--- src/rtl/input_conditioner.sv ---
`default_nettype none
// ---------------------------------------------------------------------------
// input_conditioner
//   Synchronises, debounces and edge-detects the DE0 slide switches and the
//   branch_status push-button before they reach the picoMIPS core.
//   Revision: 1.0
// ---------------------------------------------------------------------------
module input_conditioner #(
  parameter int WIDTH          = 8,
  parameter int SYNC_STAGES    = 2,
  parameter int TICK_DIV       = 500000,
  parameter int STABLE_SAMPLES = 3
) (
  input  logic             clk,
  input  logic             reset,
  input  logic [WIDTH-1:0] sw_raw,
  input  logic             btn_raw,
  input  logic             ack,
  output logic [WIDTH-1:0] sw_clean,
  output logic             sw_changed,
  output logic             branch_clean,
  output logic             branch_rise,
  output logic             branch_held
);

  localparam int c_NUM_IN = WIDTH + 1;
  localparam int c_CNT_W  = $clog2(TICK_DIV);

  logic [c_NUM_IN-1:0]                  w_in;
  logic [SYNC_STAGES-1:0][c_NUM_IN-1:0] r_sync;
  logic [c_NUM_IN-1:0]                  w_sync;
  logic [c_CNT_W-1:0]                   r_cnt;
  logic                                 w_tick;
  logic [c_NUM_IN-1:0]                  w_next_clean;
  logic [c_NUM_IN-1:0]                  r_clean;
  logic                                 r_sw_changed;
  logic                                 r_rise;
  logic                                 r_held;

  // Button rides along as the top bit so it shares the switch pipeline.
  assign w_in   = {btn_raw, sw_raw};
  assign w_sync = r_sync[SYNC_STAGES-1];
  assign w_tick = (r_cnt == c_CNT_W'(TICK_DIV - 1));

  always_ff @(posedge clk or posedge reset) begin
    if (reset) begin
      r_sync <= '0;
    end else begin
      r_sync <= {r_sync[SYNC_STAGES-2:0], w_in};
    end
  end

  always_ff @(posedge clk or posedge reset) begin
    if (reset) begin
      r_cnt <= '0;
    end else if (w_tick) begin
      r_cnt <= '0;
    end else begin
      r_cnt <= r_cnt + 1'b1;
    end
  end

  generate
    for (genvar i = 0; i < c_NUM_IN; i++) begin : g_bit
      logic [STABLE_SAMPLES-1:0] r_hist;
      logic [STABLE_SAMPLES-1:0] w_hist_nx;

      assign w_hist_nx = {r_hist[STABLE_SAMPLES-2:0], w_sync[i]};

      // Decision uses the window including the sample being shifted in now.
      always_comb begin
        w_next_clean[i] = r_clean[i];
        if (&w_hist_nx) begin
          w_next_clean[i] = 1'b1;
        end else if (~|w_hist_nx) begin
          w_next_clean[i] = 1'b0;
        end
      end

      always_ff @(posedge clk or posedge reset) begin
        if (reset) begin
          r_hist <= '0;
        end else if (w_tick) begin
          r_hist <= w_hist_nx;
        end
      end
    end
  endgenerate

  always_ff @(posedge clk or posedge reset) begin
    if (reset) begin
      r_clean      <= '0;
      r_sw_changed <= 1'b0;
      r_rise       <= 1'b0;
      r_held       <= 1'b0;
    end else begin
      r_sw_changed <= w_tick && (w_next_clean[WIDTH-1:0] != r_clean[WIDTH-1:0]);
      r_rise       <= w_tick && w_next_clean[WIDTH] && !r_clean[WIDTH];
      if (w_tick) begin
        r_clean <= w_next_clean;
      end
      // A new press outranks a concurrent acknowledge.
      if (r_rise) begin
        r_held <= 1'b1;
      end else if (ack) begin
        r_held <= 1'b0;
      end
    end
  end

  assign sw_clean     = r_clean[WIDTH-1:0];
  assign branch_clean = r_clean[WIDTH];
  assign sw_changed   = r_sw_changed;
  assign branch_rise  = r_rise;
  assign branch_held  = r_held;

endmodule
`default_nettype wire

--- config.mk ---
export PLATFORM = sky130hd
export DESIGN_NAME = input_conditioner
export DESIGN_NICKNAME = d
export VERILOG_FILES = /design/src/rtl/input_conditioner.sv
export SDC_FILE = /design/constraint.sdc
export NUM_CORES = 1
export LEC_CHECK = 0
export ABC_AREA = 1
export CAP_MARGIN = 0
export CORE_UTILIZATION = 52
export DETAILED_ROUTE_END_ITERATION = 6
export PLACE_DENSITY_LB_ADDON = 0.08
export SLEW_MARGIN = 20
export SYNTH_ARGS = -nofsm -noshare
export SYNTH_HDL_FRONTEND = slang
export SYNTH_SLANG_ARGS = --single-unit
--- constraint.sdc ---
create_clock -name clk -period 1.8 [get_ports clk]
set_input_delay 0.18 -clock clk [delete_from_list [all_inputs] [get_ports clk]]
set_output_delay 0.18 -clock clk [all_outputs]
set_load 0.02 [all_outputs]
==> impl_metrics.env <==
export IMPL_status="finished, final reports clean"
export IMPL_endpoint_arrival_time_on_the_critical_path_ns=1.83
export IMPL_synthCells=362
export IMPL_htree_levels=3
export IMPL_rsz0062_at_grt="false"
export IMPL_viasPerCell=4.86
export IMPL_yosys_cell_types_count=27
export IMPL_timing_critical_path_from="r_cnt[0]"
export IMPL_switching_share_pct=19.5
export IMPL_final_setup_skew_ns=0.00885
export IMPL_insertion_delay_ns=0.33
export IMPL_layout_cells_non_filler=471
export IMPL_first_global_vias=2196
export IMPL_p_int_mw=2.30
export IMPL_finish_net_count=409
export IMPL_multi_input_comb_area_sq_um=1120
export IMPL_initial_utilization_pct=54.4
export IMPL_synth_seq_area_share_pct=55.3
export IMPL_critPathLaunchType="register"
export IMPL_timing_fmax_mhz=620
export IMPL_postSynthRegisterBits=67
export IMPL_coreArea_sq_um=5570
export IMPL_clock_root_buffer="clkbuf_8"
export IMPL_type_of_the_setup_path_with_the_least_slack="register to register"
export IMPL_fin_area_sq_um=3580
export IMPL_worst_r2r_path_depth=9
export IMPL_drcViolationCount=0
export IMPL_critical_path_slowest_cell="dfrtp_1"
export IMPL_synthToLayoutAreaGrowth_pct=18.0
export IMPL_maximum_number_of_pins_on_one_net_before_global_route_repair=26
export IMPL_worst_r2r_startpoint="r_cnt[0]"
export IMPL_num_rows=27
export IMPL_hold_crit_class="input pin to async pin"
export IMPL_min_tclk_post_route_ns=1.61
export IMPL_worst_path_most_repeated_cell="nand2_1"
export IMPL_cts_buffer_depth=2
export IMPL_detail_route_antenna_nets=0
export IMPL_die_x_um=78.4
export IMPL_cp_data_required_time_ns=2.01
export IMPL_max_cap_viol_count=0
export IMPL_cts_hold_buffers_added=0
export IMPL_worst_hold_slack_ns=0.217
export IMPL_post_synthesis_net_count=375
export IMPL_timing_final_hold_violations=0
export IMPL_seq_power_share_pct=53.9
export IMPL_firstDrtPassIters=4
export IMPL_grt_overflow_total=0
export IMPL_crit_share_post_route_pct=89.7
export IMPL_worst_slew_pin_transition_ns=0.466
export IMPL_r2r_setup_slack_ns=0.19
export IMPL_maxSlewHeadroom_pct=68.9
export IMPL_tritoncts="built"
export IMPL_post_cts_buffers=0
export IMPL_post_drt_wl_per_cell_um=11.5
export IMPL_clkSinkCount=67
export IMPL_vias=2287
export IMPL_most_common_layout_cells="nand2_1 (112), dfrtp_1 (67), nor2_1 (51)"
export IMPL_antenna_found_initial=0
export IMPL_gp_routability_congestion=0.886
export IMPL_syn_cell_area_sq_um=3030
export IMPL_drt_total_wl_um=5440
export IMPL_critPathMaxStageDelay_ns=0.38
export IMPL_first_iter_violations=115
export IMPL_dpl_cell_area_sq_um=3380
export IMPL_p_per_area_nw_per_um2=797
export IMPL_setup_total_negative_slack_ns=0
export IMPL_crit_reg2reg_capture="r_clean[8]"
export IMPL_netSwitchingPower_uw=557
export IMPL_critical_path_max_fanout=8
export IMPL_timing_max_transition_violations_final=0
export IMPL_place_port_buffers=23
export IMPL_drive_gt1_share_pct=9.02
export IMPL_fp_dieH_um=78.4
export IMPL_end_kind="register"
export IMPL_clk_pin_slew_worst_paths_ns=0.07
export IMPL_sequential_cell_area_sq_um=1680
export IMPL_die_area_sq_um=6140
export IMPL_detailed_placer_s_ending_hpwl_um=4000
export IMPL_tritoncts_num_buffers=9
export IMPL_max_vdd_ir_drop_mv=0.541
export IMPL_crit_path_cell_trace="ha_1, nand2_1, nor2_4, nand3_2, nor2_4, buf_4, nand2_1, nand2_1, nand2_1"
export IMPL_global_route_usage_total_pct=20.4
export IMPL_antenna_diode_count=0
export IMPL_combPwrFrac_pct=2.6
export IMPL_cts_repair_resized=0
export IMPL_p_leak_nw=1.73
export IMPL_clkPwrFrac_pct=43.5
export IMPL_placedCellCount=457
export IMPL_first_pass_grt_wire_length_um=9560
export IMPL_yosys_warnings=0
export IMPL_most_common_cell_after_layout_fill_and_taps_aside="nand2_1"
export IMPL_critical_path_top_delay_family="simple AND/OR/NAND/NOR gates"
export IMPL_syn_mean_instance_area_sq_um=8.38
export IMPL_finalSetupViolCount=0
export IMPL_critPathBufInv=1
export IMPL_nFillCells=468
export IMPL_ios=24
-- cells by family (layout without fill, tap and decap cells) --
group / count (synthesis) / count (layout) / synth area share (%)
AOI/OAI and AO/OA: 35 / 35 / 7.14
DFF: 67 / 67 / 55.3
adders and majority gates: 1 / 1 / 0.412
and+or+nand+nor: 194 / 194 / 27.0
buffers and inverters: 57 / 94 / 7.88
xor gates and xnor gates: 8 / 8 / 2.31
-- cell type report --
type                    instances  share of cell area [%]
clock inverters                 2                   0.979
repair buffers                 29                    8.39
clock buffers                  12                    4.61
well taps                      72                    2.52
multi-input cells             238                    31.2
flip-flops and latches         67                    46.8
inverters                      51                    5.45
-- state kept, by name, summed over array words and instances (netlist names) --
| register | count |
|---|---|
| g_bit.r_hist | 18 |
| r_sync | 9 |
| sw_changed | 1 |
| r_clean | 9 |
| r_cnt | 19 |
| branch_rise | 1 |
| w_sync | 9 |
| branch_held | 1 |
-- worst max-delay path by stage --
stage / to / slack (ns) / cells after the start
floorplan: g_bit[5].r_hist[1] / 0.33 / 9
global placement: g_bit[3].r_hist[1] / 0.25 / 8
detailed placement: r_clean[8] / 0.22 / 9
CTS: r_clean[8] / 0.18 / 9
global route: r_cnt[12] / 0.005 / 8
finish: r_clean[8] / 0.19 / 9
-- Yosys cell counts (all sizes together) --
| cell type | n | area [sq um] |
|---|---|---|
| nor2 | 53 | 214 |
| buf | 6 | 47.5 |
| o21ai | 27 | 158 |
| nand3b | 5 | 41.3 |
| and3 | 1 | 6.26 |
| o21bai | 6 | 45.0 |
| nand2 | 113 | 427 |
| nand3 | 14 | 75.1 |
| nor3 | 5 | 30.0 |
| xor2 | 8 | 70.1 |
| dfrtp | 67 | 1680 |
| nand4 | 3 | 25.0 |
| ha | 1 | 12.5 |
| a21oi | 2 | 13.8 |
| inv | 51 | 191 |
-- per-layer routing --
metal	global-route usage (%)	up-vias	routed length [um]
met1	25.4	1079	2510
li1	-	1174	-
met2	34.1	28	2690
met4	6.11	0	61
met3	6.28	6	171
met5	0	-	0
-- stage by stage --
step / setup WS, ns / total power, mW / utilization, %
after floorplan: 0.326 / 1.59 / -
after global placement: 0.252 / 1.64 / 60.6
after detailed placement: 0.215 / 1.64 / 60.6
after CTS: 0.179 / 2.90 / 64.2
after global routing: 0.00546 / 2.98 / 64.2
final: 0.186 / 2.85 / 64.2
-- power groups by stage --
stage | combinational, mW | sequential (mW) | clock [mW]
after floorplan | 0.0333 | 1.56 | 0
after global placement | 0.0769 | 1.56 | 0
after detailed placement | 0.0779 | 1.56 | 0
after CTS | 0.0782 | 1.54 | 1.29
after global routing | 0.0864 | 1.54 | 1.36
final | 0.0749 | 1.54 | 1.24
(Power assumes the default switching activity.)
